===== src/rtl/idex_pkg.sv =====
// Shared definitions for the ID/EX stage: datapath width, ALU op codes,
// operand-select encodings and the skid-buffer state type.
package idex_pkg;

    localparam int XLEN = 32;

    localparam logic [3:0] ALU_ADD   = 4'b0000;
    localparam logic [3:0] ALU_SUB   = 4'b1000;
    localparam logic [3:0] ALU_SLL   = 4'b0001;
    localparam logic [3:0] ALU_SLT   = 4'b0010;
    localparam logic [3:0] ALU_SLTU  = 4'b1010;
    localparam logic [3:0] ALU_PASSB = 4'b0011;
    localparam logic [3:0] ALU_XOR   = 4'b0100;
    localparam logic [3:0] ALU_SRL   = 4'b0101;
    localparam logic [3:0] ALU_SRA   = 4'b1101;
    localparam logic [3:0] ALU_OR    = 4'b0110;
    localparam logic [3:0] ALU_AND   = 4'b0111;

    localparam logic ASEL_RS1 = 1'b0;
    localparam logic ASEL_PC  = 1'b1;

    localparam logic [1:0] BSEL_RS2 = 2'b00;
    localparam logic [1:0] BSEL_IMM = 2'b01;
    localparam logic [1:0] BSEL_4   = 2'b10;
    localparam logic [1:0] BSEL_0   = 2'b11;

    typedef enum logic [1:0] {
        SKID_EMPTY = 2'b00,
        SKID_ONE   = 2'b01,
        SKID_FULL  = 2'b10
    } skid_state_t;

    // x0 is hardwired to zero, so a write to it is never architecturally visible.
    function automatic logic rd_write_en(input logic wen, input logic [4:0] rd);
        return wen && (rd != 5'd0);
    endfunction

endpackage


===== src/rtl/idex_skid_buf.sv =====
// Generic 2-entry valid/ready buffer with a registered in_ready and a
// synchronous flush; payload width and reset value are parameters.
module idex_skid_buf #(
    parameter int           W         = 8,
    parameter logic [W-1:0] RESET_VAL = '0
) (
    input  logic         clk,
    input  logic         rst,
    input  logic         flush,
    input  logic         in_valid,
    output logic         in_ready,
    input  logic [W-1:0] in_data,
    output logic         out_valid,
    input  logic         out_ready,
    output logic [W-1:0] out_data
);
    import idex_pkg::*;

    skid_state_t  state, state_nxt;
    logic [W-1:0] head_p1, skid_p1;
    logic         in_xfer, out_xfer;
    logic         head_load, head_from_skid, skid_load;

    assign out_valid = (state != SKID_EMPTY);
    assign out_data  = head_p1;
    assign in_xfer   = in_valid & in_ready;
    assign out_xfer  = out_valid & out_ready;

    always_comb begin
        state_nxt      = state;
        head_load      = 1'b0;
        head_from_skid = 1'b0;
        skid_load      = 1'b0;
        unique case (state)
            SKID_EMPTY: begin
                if (in_xfer) begin
                    state_nxt = SKID_ONE;
                    head_load = 1'b1;
                end
            end
            SKID_ONE: begin
                if (in_xfer && out_xfer) begin
                    head_load = 1'b1;
                end else if (in_xfer) begin
                    state_nxt = SKID_FULL;
                    skid_load = 1'b1;
                end else if (out_xfer) begin
                    state_nxt = SKID_EMPTY;
                end
            end
            SKID_FULL: begin
                // in_ready is low here, so only the drain path exists
                if (out_xfer) begin
                    state_nxt      = SKID_ONE;
                    head_from_skid = 1'b1;
                end
            end
            default: state_nxt = SKID_EMPTY;
        endcase
        if (flush) begin
            state_nxt      = SKID_EMPTY;
            head_load      = 1'b0;
            head_from_skid = 1'b0;
            skid_load      = 1'b0;
        end
    end

    always_ff @(posedge clk or posedge rst) begin
        if (rst) begin
            state    <= SKID_EMPTY;
            in_ready <= 1'b1;
        end else begin
            state    <= state_nxt;
            in_ready <= (state_nxt != SKID_FULL);
        end
    end

    // Entry storage: head feeds the consumer, skid catches the one extra beat.
    always_ff @(posedge clk or posedge rst) begin
        if (rst) begin
            head_p1 <= RESET_VAL;
            skid_p1 <= '0;
        end else begin
            if (head_load) begin
                head_p1 <= in_data;
            end else if (head_from_skid) begin
                head_p1 <= skid_p1;
            end
            if (skid_load) begin
                skid_p1 <= in_data;
            end
        end
    end

endmodule


===== src/rtl/idex_stage.sv =====
// ID/EX stage: operand select, rd_wen masking and optional writeback bypass
// (macro IDEX_BYPASS_EN) in front of a 2-entry skid buffer.
module idex_stage #(
    parameter int              XLEN     = 32,
    parameter logic [XLEN-1:0] PC_RESET = 32'h8000_0000
) (
    input  logic            clk,
    input  logic            rst,
    input  logic            flush,
    input  logic            in_valid,
    output logic            in_ready,
    input  logic [XLEN-1:0] in_pc,
    input  logic [XLEN-1:0] in_rs1_data,
    input  logic [XLEN-1:0] in_rs2_data,
    input  logic [XLEN-1:0] in_imm,
    input  logic            in_alua_sel,
    input  logic [1:0]      in_alub_sel,
    input  logic [3:0]      in_aluctr,
    input  logic [4:0]      in_rd,
    input  logic            in_rd_wen,
`ifdef IDEX_BYPASS_EN
    input  logic [4:0]      in_rs1,
    input  logic [4:0]      in_rs2,
    input  logic            wb_valid,
    input  logic [4:0]      wb_rd,
    input  logic [XLEN-1:0] wb_data,
`endif
    output logic            out_valid,
    input  logic            out_ready,
    output logic [XLEN-1:0] out_alua,
    output logic [XLEN-1:0] out_alub,
    output logic [3:0]      out_aluctr,
    output logic [XLEN-1:0] out_pc,
    output logic [XLEN-1:0] out_rs2_data,
    output logic [4:0]      out_rd,
    output logic            out_rd_wen
);
    import idex_pkg::*;

    localparam int PW = 4 * XLEN + 4 + 5 + 1;
    localparam logic [PW-1:0] PAYLOAD_RESET =
        {{XLEN{1'b0}}, {XLEN{1'b0}}, 4'b0000, PC_RESET, {XLEN{1'b0}}, 5'd0, 1'b0};

    function automatic logic [XLEN-1:0] sel_a(input logic sel,
                                               input logic [XLEN-1:0] rs1,
                                               input logic [XLEN-1:0] pc);
        return (sel == ASEL_PC) ? pc : rs1;
    endfunction

    function automatic logic [XLEN-1:0] sel_b(input logic [1:0] sel,
                                               input logic [XLEN-1:0] rs2,
                                               input logic [XLEN-1:0] imm);
        logic [XLEN-1:0] b;
        unique case (sel)
            BSEL_RS2: b = rs2;
            BSEL_IMM: b = imm;
            BSEL_4:   b = XLEN'(4);
            default:  b = '0;
        endcase
        return b;
    endfunction

`ifdef IDEX_BYPASS_EN
    // A result retiring this cycle is newer than what the register file returned.
    function automatic logic [XLEN-1:0] fwd(input logic v, input logic [4:0] wrd,
                                            input logic [4:0] rs,
                                            input logic [XLEN-1:0] wdata,
                                            input logic [XLEN-1:0] rf);
        return (v && (wrd != 5'd0) && (wrd == rs)) ? wdata : rf;
    endfunction
`endif

    logic [XLEN-1:0] rs1_p0, rs2_p0, alua_p0, alub_p0;
    logic            rd_wen_p0;
    logic [PW-1:0]   payload_p0, head_p1;
    logic            vld_p1;

    // Capture side: operands resolved before the entry is stored.
`ifdef IDEX_BYPASS_EN
    assign rs1_p0 = fwd(wb_valid, wb_rd, in_rs1, wb_data, in_rs1_data);
    assign rs2_p0 = fwd(wb_valid, wb_rd, in_rs2, wb_data, in_rs2_data);
`else
    assign rs1_p0 = in_rs1_data;
    assign rs2_p0 = in_rs2_data;
`endif

    assign alua_p0    = sel_a(in_alua_sel, rs1_p0, in_pc);
    assign alub_p0    = sel_b(in_alub_sel, rs2_p0, in_imm);
    assign rd_wen_p0  = rd_write_en(in_rd_wen, in_rd);
    assign payload_p0 = {alua_p0, alub_p0, in_aluctr, in_pc, rs2_p0, in_rd, rd_wen_p0};

    idex_skid_buf #(
        .W         (PW),
        .RESET_VAL (PAYLOAD_RESET)
    ) u_skid (
        .clk       (clk),
        .rst       (rst),
        .flush     (flush),
        .in_valid  (in_valid),
        .in_ready  (in_ready),
        .in_data   (payload_p0),
        .out_valid (vld_p1),
        .out_ready (out_ready),
        .out_data  (head_p1)
    );

    // Head entry presented to the ALU.
    assign out_valid = vld_p1;
    assign {out_alua, out_alub, out_aluctr, out_pc, out_rs2_data, out_rd, out_rd_wen} = head_p1;

endmodule

===== config.mk =====
export PLATFORM = sky130hd
export DESIGN_NAME = idex_stage
export DESIGN_NICKNAME = d
export VERILOG_FILES = /design/src/rtl/idex_pkg.sv /design/src/rtl/idex_skid_buf.sv /design/src/rtl/idex_stage.sv
export SDC_FILE = /design/constraint.sdc
export NUM_CORES = 1
export LEC_CHECK = 0
export CORE_UTILIZATION = 51
export DETAILED_ROUTE_END_ITERATION = 16
export HOLD_SLACK_MARGIN = 0.05
export PLACE_DENSITY_LB_ADDON = 0.08
export SYNTH_ARGS = -nofsm -noshare
export SYNTH_HDL_FRONTEND = slang
export SYNTH_SLANG_ARGS = --single-unit

===== constraint.sdc =====
create_clock -name clk -period 13.1 [get_ports clk]
set_input_delay 1.965 -clock clk [delete_from_list [all_inputs] [get_ports clk]]
set_output_delay 1.965 -clock clk [all_outputs]
set_load 0.005 [all_outputs]

**After elaboration in Yosys (flattened, before gate mapping)**

Cells that the tools add are included.

- Register bits: 279
- Bits of input ports: 146
- Logic and storage cells: 39

- Equal/unequal tests: 5
- Muxes and demuxes: 21
- Bitwise logic cells: 2
- Reduce and logical (&&, ||, !) cells: 7

Operators with widths:

| kind | number |
|---|---|
| 138-bit two-way mux | 2 |
| 32-bit case mux with 3 select lines | 1 |
| 32-bit two-way mux | 1 |
| 2-bit two-way mux | 6 |
| 1-bit two-way mux | 9 |
| 2-bit case mux with 3 select lines | 1 |
| 5-bit nonzero test | 1 |
| 2-bit by 1-bit == test with 1-bit output (second input constant) | 2 |
| 2-bit == test (second input constant) | 2 |
| 2-bit logical NOT | 2 |
| 2-bit nonzero test | 2 |
| 1-bit AND | 2 |
| 1-bit logical AND | 2 |
| 2-bit != test (second input constant) | 1 |
| 1-bit case mux with 2 select lines | 1 |

**Longest topological paths before layout**

Gate-level depths: netlist of the first run.

- Depth in word-level cells: 8
- Depth in mapped cells: 7
- Depth with buffers taken out: 4

**Cells and area by module**

A second synthesis of the first run with hierarchy kept.

- Cell total of the unflattened synthesis: 1019
- Area, all modules: 12613.3 µm²

By module, submodules not included:

| module | instances | cells each | area an instance (µm²) | sequential area each (µm²) |
|---|---|---|---|---|
| idex_skid_buf | 1 | 908 | 11723.7 | 6984.2 |
| idex_stage | 1 | 111 | 889.6 | 0.0 |

**Least setup slack after synthesis of the first run**

Ideal clock, no wire load.

- Path kind: input to register
- From: input in_valid
- To: register u_skid.skid_p1[10]
- Library setup time: 125 ps
- Arrival time: 3058 ps
- Setup slack: 9917 ps
- Stages on the path: 6
- Path buffers: 3
- Cell sequence: and3b_1 -> nand3b_1 -> buf_2 -> buf_2 -> buf_4 -> mux2_2

- Cells in the longest elaborated chain, start to end: 5
- Elaborated cells between the ends (all ways): 6
- Classes of those cells: mux (4); bitwise (1); reduce/logical (1)

RTL lines:

| what | line | RTL |
|---|---|---|
| start, declared | idex_stage.sv:10 | `input logic in_valid,` |
| 1-bit AND * | idex_skid_buf.sv:26 | `assign in_xfer = in_valid & in_ready;` |
| 1-bit two-way mux / 1-bit logical AND (equally long branches) | idex_skid_buf.sv:44, idex_skid_buf.sv:42 |  |
| 1-bit two-way mux * | idex_skid_buf.sv:42 | `if (in_xfer && out_xfer) begin` |
| 1-bit two-way mux * | idex_skid_buf.sv:34 | `unique case (state)` |
| 1-bit two-way mux * | idex_skid_buf.sv:60 | `if (flush) begin` |
| end signal, assigned | idex_skid_buf.sv:90 | `skid_p1 <= in_data;` |
| end, declared | idex_skid_buf.sv:20 | `logic [W-1:0] head_p1, skid_p1;` |

Every way passes the cells marked *; elsewhere a longest branch is shown, timed or not.
A chain may end at the register's enable or synchronous reset.

**Worst setup path in the final report of the first run**

- From: input out_ready
- To: register u_skid.head_p1[106], in the netlist u_skid.out_data[106]

- Cells in the longest elaborated chain, start to end: 6
- Elaborated cells between the ends (all ways): 10
- Classes of those cells: mux (7); bitwise (1); reduce/logical (2)

RTL lines:

| what | line | RTL |
|---|---|---|
| start, declared | idex_stage.sv:29 | `input logic out_ready,` |
| 1-bit AND * | idex_skid_buf.sv:27 | `assign out_xfer = out_valid & out_ready;` |
| 1-bit logical AND | idex_skid_buf.sv:42 |  |
| 1-bit two-way mux | idex_skid_buf.sv:42 |  |
| 1-bit case mux with 2 select lines | idex_skid_buf.sv:34 |  |
| 1-bit two-way mux | idex_skid_buf.sv:60 |  |
| 138-bit two-way mux / 2-bit nonzero test (equally long branches) | - |  |
| end signal, assigned | idex_skid_buf.sv:85 | `head_p1 <= in_data;` |
| end signal, assigned | idex_skid_buf.sv:87 | `head_p1 <= skid_p1;` |
| end, declared | idex_skid_buf.sv:20 |  |

Marks and branches as above.

==> metrics, run 1 <==
Final setup viols 0; quantity of gates resized following cts 0; # DRC 0; gr usage total 22.4%; Setup Buffers After CTS 0; depth of the most critical reg-to-reg path 6; Critical Path RT 13500 ps; H-tree levels 1; final net count ~1500; Syn Inst Count approximately 1100; CTS Sinks 279; clock buffer count from CTS 31; Layout Skew between 10 and 15 ps; Die Y approximately 160 um; Via Count around 8600; first-pass GRT wire length between 40000 and 50000 um; GPL Wtd Cong roughly 0.76; Worst Hold End u_skid.skid_p1[130]; Overflow after GRT 0; Rows 57; Worst Path Max Fanout 56; Int Pwr around 1900 uW; DP Wirelength between 15000 and 20000 um; synth-to-layout area growth 29.3%; RSZ-0062 raised after global routing no; fin cells roughly 1700; syn_nets 1202; Placed Cells approximately 1600; Starting Density around half; minimum clock period just over 5000 ps; Synth warnings 0; synth top area cells dfrtp_1, mux2i_1, mux2_2; CTS Hold Bufs 0; Net Sw Power around 650 uW; I/O pin total around 290; Skew-Pair Late Insertion Delay about 540 ps; count of cell types in the netlist 26; setup TNS 0 ps; Hold Fails Final Rpt 0; critical path launch point type input pin; WL final between 20000 and 30000 um; status finished, final reports clean; min-delay worst type flop to flop; width of the chip ~160 um; max-cap violations 0; vias in the first global route about 8700; initial antenna violation count 0; Clock Path Buffers 3; Max stage delay on crit path ~920 ps; LEAKAGE between 0.006 and 0.007 uW; final worst path period share approximately two fifths; hold depth 2; IR drop worst, VDD about 0.12 mV; layout filler cell count 1911; CP Cell Sequence clkdlybuf4s50_1 -> and4bb_4 -> buf_4 -> buf_4 -> mux2_2 -> nand2_1 -> o21ai_2; Power Dens Cells about 160 nW/um^2; Critical Path AT approximately 5500 ps; final slew viol count 0; CTS clk-pin slew, worst paths about 60 ps; Core Util, Final around two thirds; Avg WL per Cell between 15 and 20 um; Clock power frac 32.7%; largest net degree at the start of global routing between 150 and 200; drt initial violations about 480; Buffers on Ports ~290; crit end category flop; Crit-path slowest cell buf_4; post-synth top area cell dfrtp_1; combinational share of power 21.5%; CP top delay family buffers and inverters; top cell type's share of synthesized area around 55%; reg-to-reg slack, setup between 9000 and 10000 ps; Worst R2R Start u_skid.state[0]; layout cell share with drive strength beyond 1 between 10% and 20%; Slew headroom around a quarter; reg-to-reg endpoint u_skid.out_data[106]; Setup CP Type input pin to flop; Via density between 5 and 6; total core area 24300 um^2; hold path start u_skid.skid_p1[130]; CTS Root Buffer Type clkbuf_16; Seq/Total Area, Yosys 55.4%; Seq pwr share ~46%; CP bufs+invs 3; most used cell, CP buf_4; die area between 20000 and 30000 um^2; post-route ant nets 0; Initial DRT Pass Iterations 4; worst-margin pin slew 1140 ps; Mean Syn Cell Area about 12 um^2; max frequency just under 200 MHz; switching share of power 25.5%; CTS tree yes; ant diodes 0; Post-Synthesis Cell Area about 13000 um^2; #FFs+latches synth between 200 and 300
[placed cells by master (no fill, tap or decap), drive strengths merged, types with 2 or more instances in the layout]
cell type | synthesis | final
a21oi | 105 | 105
buf | 65 | 10
clkbuf | 12 | 46
clkdlybuf4s50 | 0 | 283
clkinv | 0 | 5
dfrtp | 277 | 277
dfstp | 2 | 2
inv | 3 | 4
mux2 | 138 | 138
mux2i | 169 | 169
nand2 | 69 | 69
nor2 | 136 | 136
o21ai | 70 | 70
or4 | 2 | 2
[tightest hold or removal path, stage by stage, from the launching register on]
cell and delay, ps:
dfrtp_1 340, nand2_1 40, o21ai_0 60
[metrics by stage]
stage          hold slack [ps]  worst slack, ps  total power (uW)  cell area (um^2)
6_report                   475             7990              2560             16300
5_1_grt                    503             7740              2690             16300
4_1_cts                    479             7900              2580             16300
3_5_place_dp               465             7320              1740             15300
3_3_place_gp               457             7330              1720             15300
2_1_floorplan              444             3440              1450             12600
[per-layer routing]
| layer | vias to the layer above | track usage (%) | part of all wire, % |
|---|---|---|---|
| li1 | 4176 | - | - |
| met1 | 4155 | 31.2 | 45 |
| met2 | 229 | 34.5 | 45 |
| met3 | 47 | 5.89 | 7.2 |
| met4 | 0 | 6.95 | 2.9 |
| met5 | - | 0 | 0 |
[layout make-up]
cell class,count,area (um^2),share of cell area [%]
clock buffer,46,912,5.59
clock inverter,8,73.8,0.453
multi-input combinational,697,5000,30.7
tap,324,405,2.49
sequential,279,6980,42.8
inverter,3,18.8,0.115
timing repair buffer,293,2920,17.9
[worst max path at each step]
stage	slack, ps	endpoint	cells past startpoint	start
2_1_floorplan	3440	u_skid.out_data[0]	1	rst
3_3_place_gp	7330	u_skid.out_data[124]	7	out_ready
3_5_place_dp	7320	u_skid.out_data[135]	7	out_ready
4_1_cts	7900	u_skid.out_data[135]	7	out_ready
5_1_grt	7740	u_skid.out_data[135]	7	out_ready
6_report	7990	u_skid.out_data[106]	7	out_ready
[state kept, by name (all words and copies together), names as in the netlist]
signal and cells:
u_skid.skid_p1 138, u_skid.out_data 138, u_skid.in_ready 1, u_skid.state 2
[power groups by stage]
stage / combinational [uW] / sequential [uW] / clock, uW
after global routing: 604 / 1200 / 887
after detailed placement: 555 / 1190 / 0
after floorplan: 278 / 1170 / 0
final: 550 / 1170 / 837
after global placement: 542 / 1180 / 0
after CTS: 558 / 1170 / 853
[Yosys cell counts]
library cell / number
mux2_2: 138
or4_4: 1
and3b_1: 1
a21oi_1: 105
clkbuf_1: 12
o21ai_1: 30
nor2_1: 136
inv_1: 3
and4bb_2: 1
dfstp_2: 2
dfrtp_1: 277
or3_1: 1
or2_2: 1
buf_4: 3
buf_1: 2
mux2i_1: 169
nand3b_1: 1
or4_1: 1
o21ai_0: 36
nand2_1: 69
nor2b_4: 1
buf_2: 20
buf_6: 40
o31ai_1: 1
o21ai_2: 4
o22a_1: 1
[kinds of logic (layout without fill, tap and decap cells)]
group | after synthesis | count (layout) | synth area share [%]
simple gates | 213 | 213 | 6.68
compound gates | 177 | 177 | 7.19
buf+inv | 80 | 350 | 5.05
flops | 279 | 279 | 55.4
mux | 307 | 307 | 25.7
No activity file was read; power rests on OpenSTA's default activity.
==> run 2: changes to the inputs <==
Clock period 13.1 ns to 5.21 ns, I/O delays scaled along.
==> run 2 against run 1 <==
  * Final area increased by 0.71%
  * Critical endpoint is now u_skid.out_data[3]
  * Clock skew about the same
  * Utilization rose by 0.48 points
  * Via count rose by 0.27%
  * Flip-flop and latch count is the same
  * Total power increased to 2.5 times the previous value
  * Sequential power increased to 2.5 times the previous value
  * Cell count rose by 0.36%
  * Non-clock buffer count increased by 4
  * Sequential share of layout area is 0.30 points lower
  * Largest power group unchanged
  * Highest routed layer is now met5
==> metrics, run 2 (synthesized netlist as in run 1, its figures left out) <==
status finished, final reports clean; reg-to-reg endpoint u_skid.out_data[3]; gr usage total 22.7% (+0.25 points); vias in the first global route 8805 (+1.6%); hold path start u_skid.skid_p1[130]; layout cell share with drive strength beyond 1 15.8% (+0.31 points); Slew headroom 25.2% (+1.3 points); Initial DRT Pass Iterations 5 (+1); Worst R2R Start u_skid.state[0]; ant diodes 0 (unchanged); Placed Cells 1600 (+0.25%); Die Y 159 um (unchanged); CP Launch Point out_ready; final worst path period share about half; Skew-Pair Late Insertion Delay 550 ps (about the same); worst-margin pin slew 1120 ps (-19.5 ps); die area 25400 um^2 (unchanged); initial antenna violation count 1 (+1); Critical Path RT 5580 ps (-7920 ps); GPL Wtd Cong 0.747 (-2.1%); most frequent cells in the layout clkdlybuf4s50_1, dfrtp_1, mux2i_1, mux2_2, nor2_1; placed cell areas 15400 um^2 (+0.58%); largest net degree at the start of global routing 148 (-14%); drt initial violations 467 (-2.3%); DP Wirelength 17800 um (+0.99%); RSZ-0062 raised after global routing no; Starting Density 51.9% (unchanged); Hold Fails Final Rpt 0 (unchanged); critical path launch point type input pin; total core area 24300 um^2 (unchanged); Rows 57 (unchanged); final net count 1454 (+0.21%); first-pass GRT wire length 46600 um (+1.4%); post-route ant nets 0 (unchanged); Avg WL per Cell 17.1 um (-0.20%); Setup Buffers After CTS 0 (unchanged); max frequency 378 MHz; depth of the most critical reg-to-reg path 5 (-1); CTS Sinks 279 (unchanged); Via density 5.21 (about the same); Worst Path Max Fanout 99 (+77%); clock buffer count from CTS 30 (-3.2%); final instance area 16400 um^2 (+0.71%); Layout Skew 10.6 ps (-0.262 ps); reg-to-reg slack, setup 2880 ps (-6630 ps); IR drop worst, VDD 0.247 mV (+110%); Overflow after GRT 0 (unchanged); max-cap violations 0 (unchanged); crit end category flop; width of the chip 159 um (unchanged); Setup CP Type input pin to flop; LEAKAGE 0.00703 uW (+0.70%); leading cell type in the layout, fill and taps excluded clkdlybuf4s50_1; Final setup viols 0 (unchanged); min-delay worst type flop to flop; synth-to-layout area growth 30.2%; CTS tree yes; # DRC 0 (unchanged); setup TNS 0 ps (unchanged); WL final 28400 um (+0.17%); worst setup path endpoint u_skid.out_data[3]; CTS Root Buffer Type clkbuf_16; final slew viol count 0 (unchanged); H-tree levels 1 (unchanged); fin cells 1656 (+0.36%); Via Count 8630 (+0.27%); CTS Hold Bufs 0 (unchanged); I/O pin total 286 (unchanged); quantity of gates resized following cts 0 (unchanged); Buffers on Ports 285 (unchanged); hold depth 2 (unchanged); CTS clk-pin slew, worst paths 60 ps (about the same); Clock Path Buffers 3 (unchanged); minimum clock period between 2000 and 3000 ps; Power Dens Cells 396 nW/um^2 (+150%); Critical Path AT 3020 ps (-2490 ps)
-- run 2: cell count changes in the layout (fill, tap and decap cells not counted), sizes merged --
cell    change
clkbuf      -2
inv         -2
bufinv      +2
buf         +4
clkinv      +4
-- run 2: how the worst min path moves through the flow --
stage                               end  slack [ps]
floorplan             u_skid.skid_p1[0]         440
global placement    u_skid.skid_p1[109]         460
detailed placement  u_skid.skid_p1[118]         470
CTS                 u_skid.skid_p1[114]         480
global route        u_skid.skid_p1[114]         510
finish              u_skid.skid_p1[130]         480
-- run 2: metal layers --
layer | global-route usage [%] | vias up | wire length, um
met5 | 0 | - | 11
met4 | 7.17 | 2 | 886
met1 | 31.3 | 4144 | 12900
met3 | 6.23 | 58 | 2010
li1 | - | 4192 | -
met2 | 34.9 | 234 | 12600
-- run 2: final cells by class --
class	instances	area [um^2]
repair buffers	297	3010
inverters	3	15.0
multi-input cells	697	5000
clock buffers	44	875
flip-flops and latches	279	6980
clock inverters	12	139
well taps	324	405
fillers	1914	7890
-- run 2: worst max-delay path, stage by stage --
cell,delay (ps)
clkdlybuf4s50_1,580
nor2b_4,70
or4_4,910
buf_4,440
nor2_1,120
a21oi_1,40
-- run 2: power breakdown --
part           internal [uW]  leakage (uW)  switching [uW]  total, uW
clock network           1310      0.000505             848       2160
logic                    863       0.00317             523       1390
registers               2690       0.00336             270       2960
-- run 2: metrics by stage --
step | util [%] | hold WS (ps) | total power (uW) | setup slack (ps)
4_1_cts | 67.5 | 481 | 6570 | 2620
5_1_grt | 67.5 | 511 | 6830 | 2410
2_1_floorplan | - | 444 | 3650 | 737
6_report | 67.5 | 476 | 6500 | 2570
3_5_place_dp | 63.4 | 467 | 4390 | 2040
3_3_place_gp | 63.4 | 455 | 4330 | 2070
